`src/rtl/vend_pkg.sv`:
```
// Shared types and coin encoding for the vending transaction controller.
package vend_pkg;

    localparam int CREDIT_W = 5;

    typedef enum logic [2:0] {
        IDLE    = 3'd0,
        COLLECT = 3'd1,
        VEND    = 3'd2,
        CHANGE  = 3'd3,
        DONE    = 3'd4
    } state_t;

    localparam logic [1:0] COIN_1  = 2'b00;
    localparam logic [1:0] COIN_2  = 2'b01;
    localparam logic [1:0] COIN_5  = 2'b10;
    localparam logic [1:0] COIN_10 = 2'b11;

    function automatic logic [CREDIT_W-1:0] coin_value(input logic [1:0] code);
        logic [CREDIT_W-1:0] v;
        case (code)
            COIN_1:  v = CREDIT_W'(1);
            COIN_2:  v = CREDIT_W'(2);
            COIN_5:  v = CREDIT_W'(5);
            default: v = CREDIT_W'(10);
        endcase
        return v;
    endfunction

endpackage

```
`src/rtl/vend_change_sub.sv`:
```
// Change-subtract datapath: paid minus zero-extended price.
module vend_change_sub #(
    parameter int CREDIT_W = 5,
    parameter int PRICE_W  = 4
) (
    input  logic [CREDIT_W-1:0] paid,
    input  logic [PRICE_W-1:0]  price,
    output logic [CREDIT_W-1:0] change
);

    assign change = paid - CREDIT_W'(price);

endmodule

```
`src/rtl/vend_change_ctrl.sv`:
```
// Vending transaction controller: credit accumulation, selection check,
// and greedy one-coin-per-handshake change payout.
module vend_change_ctrl
    import vend_pkg::*;
#(
    parameter int CREDIT_W   = 5,
    parameter int PRICE_W    = 4,
    parameter int MAX_CREDIT = 31
) (
    input  logic                clk,
    input  logic                rst_n,
    input  logic                coin_valid,
    input  logic [1:0]          coin_val,
    input  logic                sel_valid,
    input  logic [PRICE_W-1:0]  sel_price,
    input  logic                cancel,
    input  logic                coin_out_ready,
    output logic [CREDIT_W-1:0] credit,
    output logic                coin_reject,
    output logic                insufficient,
    output logic                vend_pulse,
    output logic                coin_out_valid,
    output logic [1:0]          coin_out_val,
    output logic                busy,
    output logic                done
);

    state_t              state;
    logic [CREDIT_W-1:0] remaining;
    logic [CREDIT_W-1:0] change_w;
    logic [CREDIT_W-1:0] coin_in_w;
    logic [CREDIT_W:0]   coin_sum;
    logic [CREDIT_W-1:0] rem_next;
    logic                price_ok;

    vend_change_sub #(
        .CREDIT_W (CREDIT_W),
        .PRICE_W  (PRICE_W)
    ) u_change (
        .paid   (credit),
        .price  (sel_price),
        .change (change_w)
    );

    // Largest coin not exceeding the amount still owed.
    function automatic logic [1:0] pick_coin(input logic [CREDIT_W-1:0] r);
        logic [1:0] c;
        if (r >= CREDIT_W'(10))      c = COIN_10;
        else if (r >= CREDIT_W'(5))  c = COIN_5;
        else if (r >= CREDIT_W'(2))  c = COIN_2;
        else                         c = COIN_1;
        return c;
    endfunction

    assign coin_in_w = CREDIT_W'(coin_value(coin_val));
    assign coin_sum  = {1'b0, credit} + {1'b0, coin_in_w};
    assign price_ok  = credit >= CREDIT_W'(sel_price);
    assign rem_next  = remaining - CREDIT_W'(coin_value(coin_out_val));

    // Change port handshake: coin_out_valid/coin_out_val are registered and
    // held unchanged until a rising edge sees coin_out_valid && coin_out_ready;
    // that edge retires the coin and presents the next one (or drops valid).
    always_ff @(posedge clk or negedge rst_n) begin
        if (!rst_n) begin
            state          <= IDLE;
            credit         <= '0;
            remaining      <= '0;
            coin_reject    <= 1'b0;
            insufficient   <= 1'b0;
            vend_pulse     <= 1'b0;
            coin_out_valid <= 1'b0;
            coin_out_val   <= 2'b00;
            busy           <= 1'b0;
            done           <= 1'b0;
        end else begin
            coin_reject  <= 1'b0;
            insufficient <= 1'b0;
            vend_pulse   <= 1'b0;
            done         <= 1'b0;
            case (state)
                IDLE, COLLECT: begin
                    if (cancel) begin
                        coin_reject    <= coin_valid;
                        remaining      <= credit;
                        coin_out_valid <= credit != '0;
                        coin_out_val   <= pick_coin(credit);
                        busy           <= 1'b1;
                        state          <= CHANGE;
                    end else if (sel_valid) begin
                        coin_reject <= coin_valid;
                        if (price_ok) begin
                            remaining  <= change_w;
                            vend_pulse <= 1'b1;
                            busy       <= 1'b1;
                            state      <= VEND;
                        end else begin
                            insufficient <= 1'b1;
                        end
                    end else if (coin_valid) begin
                        if (coin_sum <= (CREDIT_W+1)'(MAX_CREDIT)) begin
                            credit <= coin_sum[CREDIT_W-1:0];
                            state  <= COLLECT;
                        end else begin
                            coin_reject <= 1'b1;
                        end
                    end
                end
                VEND: begin
                    coin_reject    <= coin_valid;
                    coin_out_valid <= remaining != '0;
                    coin_out_val   <= pick_coin(remaining);
                    state          <= CHANGE;
                end
                CHANGE: begin
                    coin_reject <= coin_valid;
                    if (remaining == '0) begin
                        coin_out_valid <= 1'b0;
                        done           <= 1'b1;
                        state          <= DONE;
                    end else if (coin_out_valid && coin_out_ready) begin
                        remaining      <= rem_next;
                        coin_out_valid <= rem_next != '0;
                        coin_out_val   <= pick_coin(rem_next);
                    end
                end
                DONE: begin
                    coin_reject <= coin_valid;
                    credit      <= '0;
                    remaining   <= '0;
                    busy        <= 1'b0;
                    state       <= IDLE;
                end
                default: begin
                    state <= IDLE;
                end
            endcase
        end
    end

endmodule

```
`config.mk`:
```
export PLATFORM = sky130hd
export DESIGN_NAME = vend_change_ctrl
export DESIGN_NICKNAME = d
export VERILOG_FILES = /design/src/rtl/vend_pkg.sv /design/src/rtl/vend_change_sub.sv /design/src/rtl/vend_change_ctrl.sv
export SDC_FILE = /design/constraint.sdc
export NUM_CORES = 1
export LEC_CHECK = 0
export CORE_MARGIN = 5
export CORE_UTILIZATION = 49
export CTS_CLUSTER_DIAMETER = 40
export DETAILED_ROUTE_END_ITERATION = 12
export PLACE_DENSITY = 0.87
export SYNTH_ARGS = -nofsm -noshare
export SYNTH_HDL_FRONTEND = slang
export SYNTH_HIERARCHICAL = 1
export SYNTH_SLANG_ARGS = --single-unit
```
`constraint.sdc`:
```
create_clock -name clk -period 2.4 [get_ports clk]
set_clock_uncertainty 0.1 [all_clocks]
set_input_delay 0.48 -clock clk [delete_from_list [all_inputs] [get_ports clk]]
set_output_delay 0.48 -clock clk [all_outputs]
set_load 0.005 [all_outputs]
```
==> flow_results.xml <==
<?xml version="1.0" encoding="UTF-8"?>
<metrics>
  <group name="worst_setup_path">
    <metric name="cp-end-kind" unit="">register</metric>
    <metric name="cpLargestDelayFamily" unit="">adder cells</metric>
    <metric name="timing.critical_path.buf_inv" unit="">1</metric>
    <metric name="r2r-start" unit="">remaining[0]$_DFFE_PN0P_</metric>
    <metric name="worstRegToRegCells" unit="">9</metric>
    <metric name="element_type_at_the_critical_path_start" unit="">register</metric>
    <metric name="cp_max_fo" unit="">3</metric>
    <metric name="critPathKind" unit="">register to register</metric>
    <metric name="worst-r2r-setup-slack" unit="ns">0.08</metric>
    <metric name="worst-endpoint-required" unit="ns">2.50</metric>
    <metric name="crit_path_max_incr_delay" unit="ns">0.41</metric>
    <metric name="r2r_end" unit="">coin_out_val[0]$_DFFE_PN0P_</metric>
    <metric name="timing.critical_path.cells" unit="">inv_1 &gt; ha_1 &gt; fa_2 &gt; nand2b_1 &gt; a21oi_2 &gt; xor2_1 &gt; nor2b_1 &gt; a2111oi_1 &gt; a211o_1</metric>
    <metric name="critical_path_arrival" unit="ns">2.42</metric>
    <metric name="cpMaxStageDelayCell" unit="">dfrtp_1</metric>
  </group>
  <group name="cts">
    <metric name="cts_buffer_depth" unit="">2</metric>
    <metric name="cts_made_buffers" unit="">3</metric>
    <metric name="cts_max_level" unit="">1</metric>
    <metric name="clkSinkCount" unit="">21</metric>
    <metric name="cts_tree" unit="">yes</metric>
    <metric name="ctsHoldBuffers" unit="">0</metric>
    <metric name="cts.root.buffer_cell" unit="">clkbuf_4</metric>
    <metric name="clock_slew_seen_by_the_registers_of_the_worst_setup_and_hold_paths" unit="ns">0.12</metric>
    <metric name="insertion_delay" unit="ns">0.31</metric>
  </group>
  <group name="timing">
    <metric name="min_period_over_period" unit="%">96.6</metric>
    <metric name="worst_hold_slack" unit="ns">0.407</metric>
    <metric name="post-route-min-period" unit="ns">2.32</metric>
    <metric name="timing.slew.headroom" unit="%">65.7</metric>
    <metric name="setup_slack" unit="ns">0.0828</metric>
    <metric name="final-max-slew-violation-count" unit="">0</metric>
    <metric name="maxClockFrequency" unit="MHz">432</metric>
    <metric name="timing_worst_slew_pin_value" unit="ns">0.510</metric>
    <metric name="final_setup_violations" unit="">0</metric>
    <metric name="final_hold_viol_count" unit="">0</metric>
  </group>
  <group name="layout">
    <metric name="layout_nets" unit="">284</metric>
    <metric name="drive_above_1_share" unit="%">19.8</metric>
    <metric name="layout-area-overhead-vs-synth" unit="%">30.9</metric>
    <metric name="design_area" unit="µm²">2280</metric>
    <metric name="number_of_inserted_filler_cells_in_the_final_layout" unit="">239</metric>
    <metric name="layout.cells.non_filler" unit="">298</metric>
    <metric name="antennaDiodeCount" unit="">0</metric>
  </group>
  <group name="detailed_routing">
    <metric name="antenna_left" unit="">0</metric>
    <metric name="drtIter0Drc" unit="">231</metric>
    <metric name="wire_per_inst" unit="µm">14.7</metric>
    <metric name="vias_per_cell" unit="">5.71</metric>
    <metric name="totalWireLength" unit="µm">4370</metric>
    <metric name="route.detailed.drc" unit="">0</metric>
    <metric name="route.vias.total" unit="">1702</metric>
    <metric name="drtPass1Iterations" unit="">4</metric>
  </group>
  <group name="job">
    <metric name="number_of_maximum_capacitance_violations" unit="">0</metric>
  </group>
  <group name="synthesis">
    <metric name="synthMuxAreaShare" unit="%">6.69</metric>
    <metric name="synthSimpleGateAreaFrac" unit="%">16.6</metric>
    <metric name="synthesis.yosys.warnings" unit="">6</metric>
    <metric name="ys_ff_latch" unit="">21</metric>
    <metric name="synth_compound_area_share" unit="%">20.9</metric>
    <metric name="synth-seq-area-share" unit="%">30.2</metric>
    <metric name="dominantRegCellSynth" unit="">dfrtp_1</metric>
    <metric name="postSynthNetCount" unit="">234</metric>
    <metric name="synth_xor_area_share" unit="%">3.52</metric>
    <metric name="yosys.area_share.adder" unit="%">15.0</metric>
    <metric name="synth.lib_cells_used.distinct" unit="">48</metric>
    <metric name="ys_async_sr_fraction" unit="%">100</metric>
    <metric name="syn_avg_cell_area" unit="µm²">8.57</metric>
    <metric name="synth_area" unit="µm²">1740</metric>
    <metric name="synth_enable_flop_cells" unit="">0</metric>
    <metric name="synth_cells" unit="">203</metric>
    <metric name="synth_top_family_by_area" unit="">compound AO/OA/AOI/OAI gates</metric>
  </group>
  <group name="power">
    <metric name="design_power_total" unit="W">0.00331</metric>
    <metric name="p_per_area" unit="nW/µm²">1450</metric>
    <metric name="power_leakage" unit="nW">1.12</metric>
    <metric name="vdd.ir_drop.worst" unit="mV">0.554</metric>
  </group>
  <group name="placed_design">
    <metric name="dpl_worst_slack" unit="ns">-0.389</metric>
    <metric name="count_of_input_and_output_buffers" unit="">24</metric>
    <metric name="placedCellCount" unit="">285</metric>
    <metric name="routabilityCongestion" unit="">0.842</metric>
    <metric name="detailed_place.area" unit="µm²">2150</metric>
    <metric name="dp_hpwl" unit="µm">3310</metric>
  </group>
  <group name="die">
    <metric name="num_io_pins" unit="">25</metric>
    <metric name="dieWidth" unit="µm">69.6</metric>
    <metric name="core-area" unit="µm²">3390</metric>
    <metric name="placement_rows" unit="">21</metric>
    <metric name="initial_core_util" unit="%">51.3</metric>
    <metric name="total_die_area" unit="µm²">4840</metric>
    <metric name="die_height" unit="µm">69.6</metric>
  </group>
  <group name="grt">
    <metric name="first_global_vias" unit="">1641</metric>
    <metric name="grt.total_usage" unit="%">18.0</metric>
    <metric name="grt_start_max_net_pins" unit="">22</metric>
    <metric name="grt_pass1_wl" unit="µm">7360</metric>
    <metric name="grt_remaining_overflow" unit="">0</metric>
    <metric name="grt_antenna_before_repair" unit="">0</metric>
  </group>
  <group name="status">
    <metric name="run_status" unit="">finished, final reports clean</metric>
  </group>
  <group name="hold_path">
    <metric name="hp-class" unit="">primary input to async pin</metric>
  </group>
</metrics>
==> routing by layer <==
metal,vias to the layer above,share of wire [%],track usage (%)
li1,818,-,-
met1,821,43,23.0
met2,58,51,32.7
met3,5,5.6,2.61
met4,0,0.53,2.60
met5,-,0,0
==> logic make-up (layout without fill, tap and decap cells) <==
kind of cell               count (synthesis)  count (layout)
AOI/OAI and AO/OA                         55              55
xor gates and xnor gates                   7               7
adders and majority gates                 19              19
buffers and inverters                     31              80
and+or+nand+nor                           59              59
DFF                                       21              21
muxes                                     11              11
==> power breakdown <==
part | internal (W) | switching (W) | leakage (nW) | total [W]
Clock | 0.0000648 | 0.000115 | 0.0150 | 0.000180
Combinational | 0.00127 | 0.00118 | 0.847 | 0.00245
Sequential | 0.000498 | 0.000187 | 0.257 | 0.000686
Total | 0.00183 | 0.00148 | 1.12 | 0.00331
==> cell usage in the layout (no fill, tap or decap), types with 3 or more instances in the layout <==
| cell type | Yosys | layout |
|---|---|---|
| clkdlybuf4s50_1 | 0 | 19 |
| clkbuf_4 | 0 | 3 |
| inv_1 | 22 | 22 |
| a211oi_1 | 5 | 3 |
| buf_4 | 2 | 29 |
| a21oi_1 | 12 | 11 |
| mux2_2 | 5 | 4 |
| dlymetal6s2s_1 | 0 | 3 |
| nor2b_1 | 3 | 3 |
| o21ai_1 | 5 | 6 |
| a31oi_1 | 3 | 3 |
| o22ai_1 | 6 | 6 |
| nor3_1 | 5 | 5 |
| dfrtp_1 | 21 | 21 |
| ha_1 | 16 | 14 |
| nor4_1 | 4 | 4 |
| nand2_1 | 16 | 16 |
| o21ai_0 | 5 | 4 |
| nor2_1 | 17 | 17 |
| xor2_1 | 6 | 6 |
| mux2i_1 | 6 | 6 |
| a21o_1 | 4 | 4 |
==> flip-flops by register name, summed over array words and instances, names as in the netlist <==
signal,cells
coin_out_val,2
busy,1
coin_reject,1
state,3
coin_out_valid,1
vend_pulse,1
remaining,5
insufficient,1
done,1
credit,5
==> synthesized netlist by cell type (2+ instances only) <==
library cell / instances / area share (%)
a21o_1: 4 / 1.7
nand2b_1: 2 / 0.72
o22ai_1: 6 / 2.2
and3_1: 2 / 0.72
o21ai_1: 5 / 1.4
dfrtp_1: 21 / 30
clkbuf_1: 6 / 1.3
inv_1: 22 / 4.7
a31oi_1: 3 / 1.1
nor3_1: 5 / 1.4
nor2b_1: 3 / 1.1
a21oi_1: 12 / 3.5
nor2_1: 17 / 3.7
o21ai_0: 5 / 1.4
a211o_1: 2 / 1.0
nor4_1: 4 / 1.4
o31ai_1: 2 / 0.86
mux2i_1: 6 / 3.5
buf_4: 2 / 0.86
mux2_2: 5 / 3.2
ha_1: 16 / 12
fa_1: 3 / 3.5
a211oi_1: 5 / 2.2
xor2_1: 6 / 3.0
nand2_1: 16 / 3.5
==> worst register-to-register path: cells and delay by family (launching register included) <==
kind	cells	cell delay [ns]
compound gates	3	0.48
simple gates	2	0.36
buf+inv	1	0.06
flops	1	0.41
fa+ha+maj	2	0.58
xor+xnor	1	0.24
==> worst max-delay path by stage <==
stage                                         from                           to  slack [ns]  depth (start not counted)
after floorplan                       sel_price[2]     remaining[0]$_DFFE_PN0P_        0.07                          7
after global placement                sel_price[2]     remaining[0]$_DFFE_PN0P_       -0.32                          9
after detailed placement              sel_price[1]     remaining[0]$_DFFE_PN0P_       -0.39                          9
after CTS                 remaining[0]$_DFFE_PN0P_  coin_out_val[0]$_DFFE_PN0P_        0.01                          9
after global routing      remaining[0]$_DFFE_PN0P_     remaining[4]$_DFFE_PN0P_       -0.03                          9
final                     remaining[0]$_DFFE_PN0P_  coin_out_val[0]$_DFFE_PN0P_        0.08                          9
==> layout make-up <==
type                       instances  area (µm²)  area share (%)
timing repair buffer              53         463            20.3
sequential                        21         526            23.1
tap                               46        57.6            2.53
clock buffer                       4        26.3            1.15
multi-input combinational        151        1120            49.1
inverter                          23        86.3            3.79
==> stage by stage <==
stage	utilization, %	setup TNS, ns
final	67.2	0
after global routing	67.2	-0.0566
after CTS	65.3	0
after detailed placement	63.5	-3.06
after global placement	63.5	-2.71
after floorplan	-	0
==> timing repair <==
action,4_1_cts,5_1_grt
setup endpoints to repair,6,13
gates resized for setup,3,12
setup buffers,5,4
pin swaps,3,7
Power figures use the tool's default switching activity.
